## config.mk

```make
export PLATFORM = sky130hd
export DESIGN_NAME = shift_mix_stage
export DESIGN_NICKNAME = d
export VERILOG_FILES = /design/src/rtl/aes_pkg.sv /design/src/rtl/mix_column.sv /design/src/rtl/shift_mix_stage.sv
export SDC_FILE = /design/constraint.sdc
export NUM_CORES = 1
export LEC_CHECK = 0
export BUFFER_PORTS_ARGS = -buffer_cell sky130_fd_sc_hd__buf_4
export CORE_MARGIN = 2
export CORE_UTILIZATION = 50
export DETAILED_ROUTE_END_ITERATION = 10
export HOLD_SLACK_MARGIN = 0.02
export PLACE_DENSITY = 0.79
export RECOVER_POWER = 50
export SYNTH_ARGS = -nofsm -noshare
export SYNTH_HDL_FRONTEND = slang
export SYNTH_SLANG_ARGS = --single-unit
```

## constraint.sdc

```tcl
create_clock -name clk -period 11.09 [get_ports clk]
set_input_delay 1.109 -clock clk [delete_from_list [all_inputs] [get_ports clk]]
set_output_delay 1.109 -clock clk [all_outputs]
set_load 0.05 [all_outputs]
```

## src/rtl/aes_pkg.sv

```systemverilog
// Shared AES datapath types and GF(2^8) helpers for the round stages.
package aes_pkg;

  typedef logic [7:0]   byte_t;
  typedef logic [31:0]  col_t;
  typedef logic [127:0] state_t;

  // Reduction term for x^8+x^4+x^3+x+1 once the x^8 bit is dropped
  localparam byte_t POLY = 8'h1B;

  // Multiply by x (0x02) in GF(2^8)
  function automatic byte_t xtime(input byte_t b);
    return {b[6:0], 1'b0} ^ (b[7] ? POLY : 8'h00);
  endfunction

  // Column-major byte position inside the 128-bit state
  function automatic int unsigned idx(input int unsigned row, input int unsigned col);
    return row + 4 * col;
  endfunction

endpackage

```

## src/rtl/mix_column.sv

```systemverilog
// Combinational MixColumns / InvMixColumns on one 32-bit column.
// Byte r of the column sits at bits [8r+7:8r].
module mix_column
  import aes_pkg::*;
(
  input  logic [31:0] i_col,
  input  logic        i_inverse,
  output logic [31:0] o_col
);

  byte_t w_a  [4];
  byte_t w_x2 [4];
  byte_t w_x4 [4];
  byte_t w_x8 [4];

  // Powers of x for every byte; all matrix coefficients are sums of these
  always_comb begin
    for (int unsigned r = 0; r < 4; r++) begin
      w_a[r]  = i_col[8*r +: 8];
      w_x2[r] = xtime(w_a[r]);
      w_x4[r] = xtime(w_x2[r]);
      w_x8[r] = xtime(w_x4[r]);
    end
  end

  // Row r uses the base matrix row rotated right by r
  always_comb begin
    o_col = '0;
    for (int unsigned r = 0; r < 4; r++) begin
      int unsigned r1, r2, r3;
      r1 = (r + 1) % 4;
      r2 = (r + 2) % 4;
      r3 = (r + 3) % 4;
      if (i_inverse) begin
        // 0e*a0 ^ 0b*a1 ^ 0d*a2 ^ 09*a3
        o_col[8*r +: 8] = (w_x8[r] ^ w_x4[r] ^ w_x2[r])
                        ^ (w_x8[r1] ^ w_x2[r1] ^ w_a[r1])
                        ^ (w_x8[r2] ^ w_x4[r2] ^ w_a[r2])
                        ^ (w_x8[r3] ^ w_a[r3]);
      end else begin
        // 02*a0 ^ 03*a1 ^ a2 ^ a3
        o_col[8*r +: 8] = w_x2[r]
                        ^ (w_x2[r1] ^ w_a[r1])
                        ^ w_a[r2]
                        ^ w_a[r3];
      end
    end
  end

endmodule

```

## src/rtl/shift_mix_stage.sv

```systemverilog
// Two-stage round datapath: (Inv)ShiftRows into stage 1, (Inv)MixColumns
// into stage 2, with valid/ready handshaking and per-beat mode flags.
module shift_mix_stage
  import aes_pkg::*;
#(
  parameter int TAG_W = 4
) (
  input  logic             clk,
  input  logic             rst,
  input  logic [127:0]     stateIn,
  input  logic             validIn,
  output logic             readyOut,
  input  logic             inverse,
  input  logic             lastRound,
  input  logic [TAG_W-1:0] tagIn,
  output logic [127:0]     stateOut,
  output logic             validOut,
  input  logic             readyIn,
  output logic [TAG_W-1:0] tagOut
);

  state_t           r_s1_data;
  logic [TAG_W-1:0] r_s1_tag;
  logic             r_s1_inv;
  logic             r_s1_last;
  logic             r_s1_valid;

  state_t           r_s2_data;
  logic [TAG_W-1:0] r_s2_tag;
  logic             r_s2_valid;

  state_t w_shift_fwd;
  state_t w_shift_inv;
  state_t w_shifted;
  state_t w_mixed;
  state_t w_s2_next;
  logic   w_s2_load_ok;
  logic   w_s1_adv;
  logic   w_accept;

  // Row rotation is pure byte wiring; both directions built, one selected
  always_comb begin
    w_shift_fwd = '0;
    w_shift_inv = '0;
    for (int unsigned r = 0; r < 4; r++) begin
      for (int unsigned c = 0; c < 4; c++) begin
        w_shift_fwd[8*idx(r, c) +: 8] = stateIn[8*idx(r, (c + r) % 4) +: 8];
        w_shift_inv[8*idx(r, c) +: 8] = stateIn[8*idx(r, (c + 4 - r) % 4) +: 8];
      end
    end
  end

  assign w_shifted = inverse ? w_shift_inv : w_shift_fwd;

  for (genvar c = 0; c < 4; c++) begin : g_mix
    mix_column u_mix (
      .i_col     (r_s1_data[32*c +: 32]),
      .i_inverse (r_s1_inv),
      .o_col     (w_mixed[32*c +: 32])
    );
  end

  assign w_s2_next = r_s1_last ? r_s1_data : w_mixed;

  // Ready is combinational from readyIn so a full pipe streams without bubbles
  assign w_s2_load_ok = !r_s2_valid || readyIn;
  assign w_s1_adv     = r_s1_valid && w_s2_load_ok;
  assign readyOut     = !rst && (!r_s1_valid || w_s1_adv);
  assign w_accept     = validIn && readyOut;

  // Stage 1: capture shifted state and the beat's own mode flags
  always_ff @(posedge clk or posedge rst) begin
    if (rst) begin
      r_s1_valid <= 1'b0;
      r_s1_data  <= '0;
      r_s1_tag   <= '0;
      r_s1_inv   <= 1'b0;
      r_s1_last  <= 1'b0;
    end else begin
      if (w_accept) begin
        r_s1_valid <= 1'b1;
        r_s1_data  <= w_shifted;
        r_s1_tag   <= tagIn;
        r_s1_inv   <= inverse;
        r_s1_last  <= lastRound;
      end else if (w_s1_adv) begin
        r_s1_valid <= 1'b0;
      end
    end
  end

  // Stage 2: output register, holds while downstream stalls
  always_ff @(posedge clk or posedge rst) begin
    if (rst) begin
      r_s2_valid <= 1'b0;
      r_s2_data  <= '0;
      r_s2_tag   <= '0;
    end else begin
      if (w_s1_adv) begin
        r_s2_valid <= 1'b1;
        r_s2_data  <= w_s2_next;
        r_s2_tag   <= r_s1_tag;
      end else if (readyIn) begin
        r_s2_valid <= 1'b0;
      end
    end
  end

  assign stateOut = r_s2_data;
  assign tagOut   = r_s2_tag;
  assign validOut = r_s2_valid;

endmodule

```

==> impl_metrics.yaml <==
run_status:
  run_status: "complete, but fails checks"
  violations: "max-capacitance violations, max-slew violations"
timing:
  maxSlewViolCount: 157
  rsz0062_at_grt: "false"
  worst_slew_pin_slew_ns: 3.181
  slew_headroom_pct: -112.1
  final.setup_skew_ns: 0.01769
  fin_crit_sh_pct: 44.11
  min_period_ns: 4.891
  tns_ns: 0
  final_hold_viol_count: 0
  fmax_ghz: 0.2044
  setup_viol: 0
detailed_routing:
  final_antenna_net_count: 0
  viasPerCell: 5.490
  dr.pass1.iters: 5
  drc: 0
  drt_wl_total_mm: 62.05
  detail_route.wl_per_cell_um: 21.41
  drtIter0Drc: 1089
  num_vias: 15910
floorplanning:
  die_w_um: 209.9
  die_area_um2: 44070
  core_um2: 41950
  ios: 272
  row_count: 75
  die_h_um: 209.9
  start_util_pct: 50.55
global_route:
  use_met3_pct: 4.633
  grt_use_met2_pct: 46.58
  grt_pass1_vias: 16550
  grt_usage_pct: 28.22
  grt-busiest-layer: "met2"
  antenna_found_initial: 1
  grt_pass1_wl_mm: 96.63
  grt_overflow: 0
  grtUsageMet1_pct: 37.64
  grt_max_degree: 154
cts:
  insertion_delay_ns: 0.58
  cts_buffers: 30
  cts-resized-gates: 0
  postCtsSetupBuffers: 0
  cts_sinks: 268
  cts_tree: "built"
  clockRootBuffer: "clkbuf_16"
  cts_htree_levels: 1
  clkTransAtPathRegs_ns: 0.06
  clk_path_buf_depth: 3
  cts_hold_buf: 0
layout:
  final_util_pct: 56.30
  diodes: 0
  drive_above_1_share_pct: 12.25
  multi_input_area_um2: 13600
  nFillCells: 3829
  fin_area_um2: 23620
  area_delta_synth_final_pct: 11.36
  nets: 2477
  seq_area_um2: 6711
synth:
  synth-edff-count: 0
  async_flop_share_pct: 100.0
  synth.yosys.seq_area_share_pct: 31.63
  ys_ff_latch: 268
  synth_common_cells: "xnor2_1 (625), dfrtp_1 (268), nand2_1 (247)"
  syn_inst: 2239
  syn_area_per_cell_um2: 9.471
  syn-num-nets: 2377
  ys_warn_count: 0
  synth.largest_area_cell: "dfrtp_1"
  yosysMostFrequentCell: "xnor2_1"
  yosys.area.top_type_share_pct: 31.63
  synth_area_um2: 21210
  synthFlopType: "dfrtp_1"
  synthTopCellsByArea: "dfrtp_1 (32%), xnor2_1 (26%), xor2_1 (8.0%)"
  synth_cell_types: 40
worst_setup_path:
  arrival_ns: 5.38
  setup.worst_path.start: "readyIn"
  cp_cell_sequence: "clkbuf_1 -> nand2b_1 -> nand2_1 -> nor2_1 -> o21ai_0 -> o221ai_1"
  cp_slowest_cell: "nor2_1"
  startpoint_type: "input pin"
  r2r_slack_ns: 6.50
  reg2reg_to: "stateOut[44]"
  max_stage_delay_ns: 1.81
  critPathCaptureType: "flop"
  critPathKind: "input pin to flop"
  required_ns: 11.57
  crit_end: "stateOut[44]"
  critPathMaxFanout: 97
  ff2ff_path_depth: 5
  worstReg2RegStart: "validOut"
power_and_ir_drop:
  ir_drop_mv: 0.1615
  power.leakage_uw: 0.009795
  p_per_area_nw_per_um2: 352.8
worst_hold_path:
  hold_path.class: "flop to flop"
placement:
  hpwl_mm: 46.15
  io_buffers: 271
  place_area_um2: 23150
  routabilityCongestion: 0.9213
job:
  cap_viol_max_count: 2
[flip-flops by register name, summed over array words and instances, names as in the netlist]
name / cells
validOut: 1
stateOut: 128
r_s1_tag: 4
r_s1_data: 128
r_s1_inv: 1
r_s1_last: 1
r_s1_valid: 1
tagOut: 4
[metrics by stage]
step	hold slack (ns)	setup WS (ns)	instances	total power, uW
4_1_cts	0.4759	7.643	2898	8554
6_report	0.4697	6.199	2898	8332
3_3_place_gp	0.4415	7.203	2846	7406
2_1_floorplan	0.4331	2.599	2239	6234
5_1_grt	0.5039	5.547	2898	8857
3_5_place_dp	0.4602	7.111	2846	7498
[area by class of cell]
| class | count | share of cell area [%] |
|---|---|---|
| sequential | 268 | 28.42 |
| tap | 539 | 2.856 |
| inverter | 5 | 0.1166 |
| clock buffer | 44 | 3.704 |
| clock inverter | 8 | 0.4874 |
| multi-input combinational | 1751 | 57.58 |
| timing repair buffer | 283 | 6.835 |
[where the power goes]
part | switching (uW) | total (uW) | leakage [uW] | internal, uW
clock network | 406 | 1010 | 0.000489 | 608
registers | 474 | 1760 | 0.00326 | 1280
logic | 3170 | 5560 | 0.00604 | 2390
[layout by cell type (no fill, tap or decap), types with 2 or more instances in the layout]
cell type	instances
o211ai_1	9
o31ai_1	5
mux2_2	72
xnor3_1	42
buf_4	147
o21ai_1	38
a31oi_1	2
xor3_1	3
nand2_1	247
dfrtp_1	266
bufinv_16	3
clkbuf_16	31
o221ai_1	2
a21oi_1	49
o21ai_0	189
xor2_1	194
clkbuf_8	5
clkbuf_1	144
nand3_1	3
a221oi_1	12
nor2_1	101
mux2i_1	107
xnor2_2	6
a211oi_1	4
inv_1	3
o311ai_1	3
nand2b_1	4
clkinv_2	6
xor2_4	2
xor2_2	10
o22ai_1	11
xnor2_1	625
[worst min path at each step]
stage / startpoint / to / slack [ns] / depth (start not counted)
6_report: r_s1_tag[3] / tagOut[3] / 0.47 / 2
5_1_grt: r_s1_tag[0] / tagOut[0] / 0.50 / 2
4_1_cts: r_s1_tag[3] / tagOut[3] / 0.48 / 2
3_5_place_dp: r_s1_tag[0] / tagOut[0] / 0.46 / 2
3_3_place_gp: r_s1_tag[0] / tagOut[0] / 0.44 / 2
2_1_floorplan: r_s1_tag[0] / tagOut[0] / 0.43 / 2
[critical path, delay by kind of cell]
| family | cells | cell delay [ns] |
|---|---|---|
| and+or+nand+nor | 3 | 3.57 |
| AOI/OAI and AO/OA | 2 | 0.48 |
| buffers and inverters | 1 | 0.11 |
[kinds of logic (layout without fill, tap and decap cells)]
group	count (synthesis)	after routing	share of synthesized area, %
XOR/XNOR	884	884	40.34
AND/OR/NAND/NOR	359	359	6.467
AO/OA/AOI/OAI	329	329	8.438
flip-flops	268	268	31.63
buffers and inverters	220	340	4.254
multiplexers	179	179	8.874
[per-layer routing]
| layer | vias up | part of all wire (%) |
|---|---|---|
| met3 | 124 | 6.7 |
| li1 | 7423 | - |
| met4 | 0 | 3.6 |
| met5 | - | 0 |
| met2 | 577 | 47 |
| met1 | 7786 | 43 |
Power figures use the tool's default switching activity.
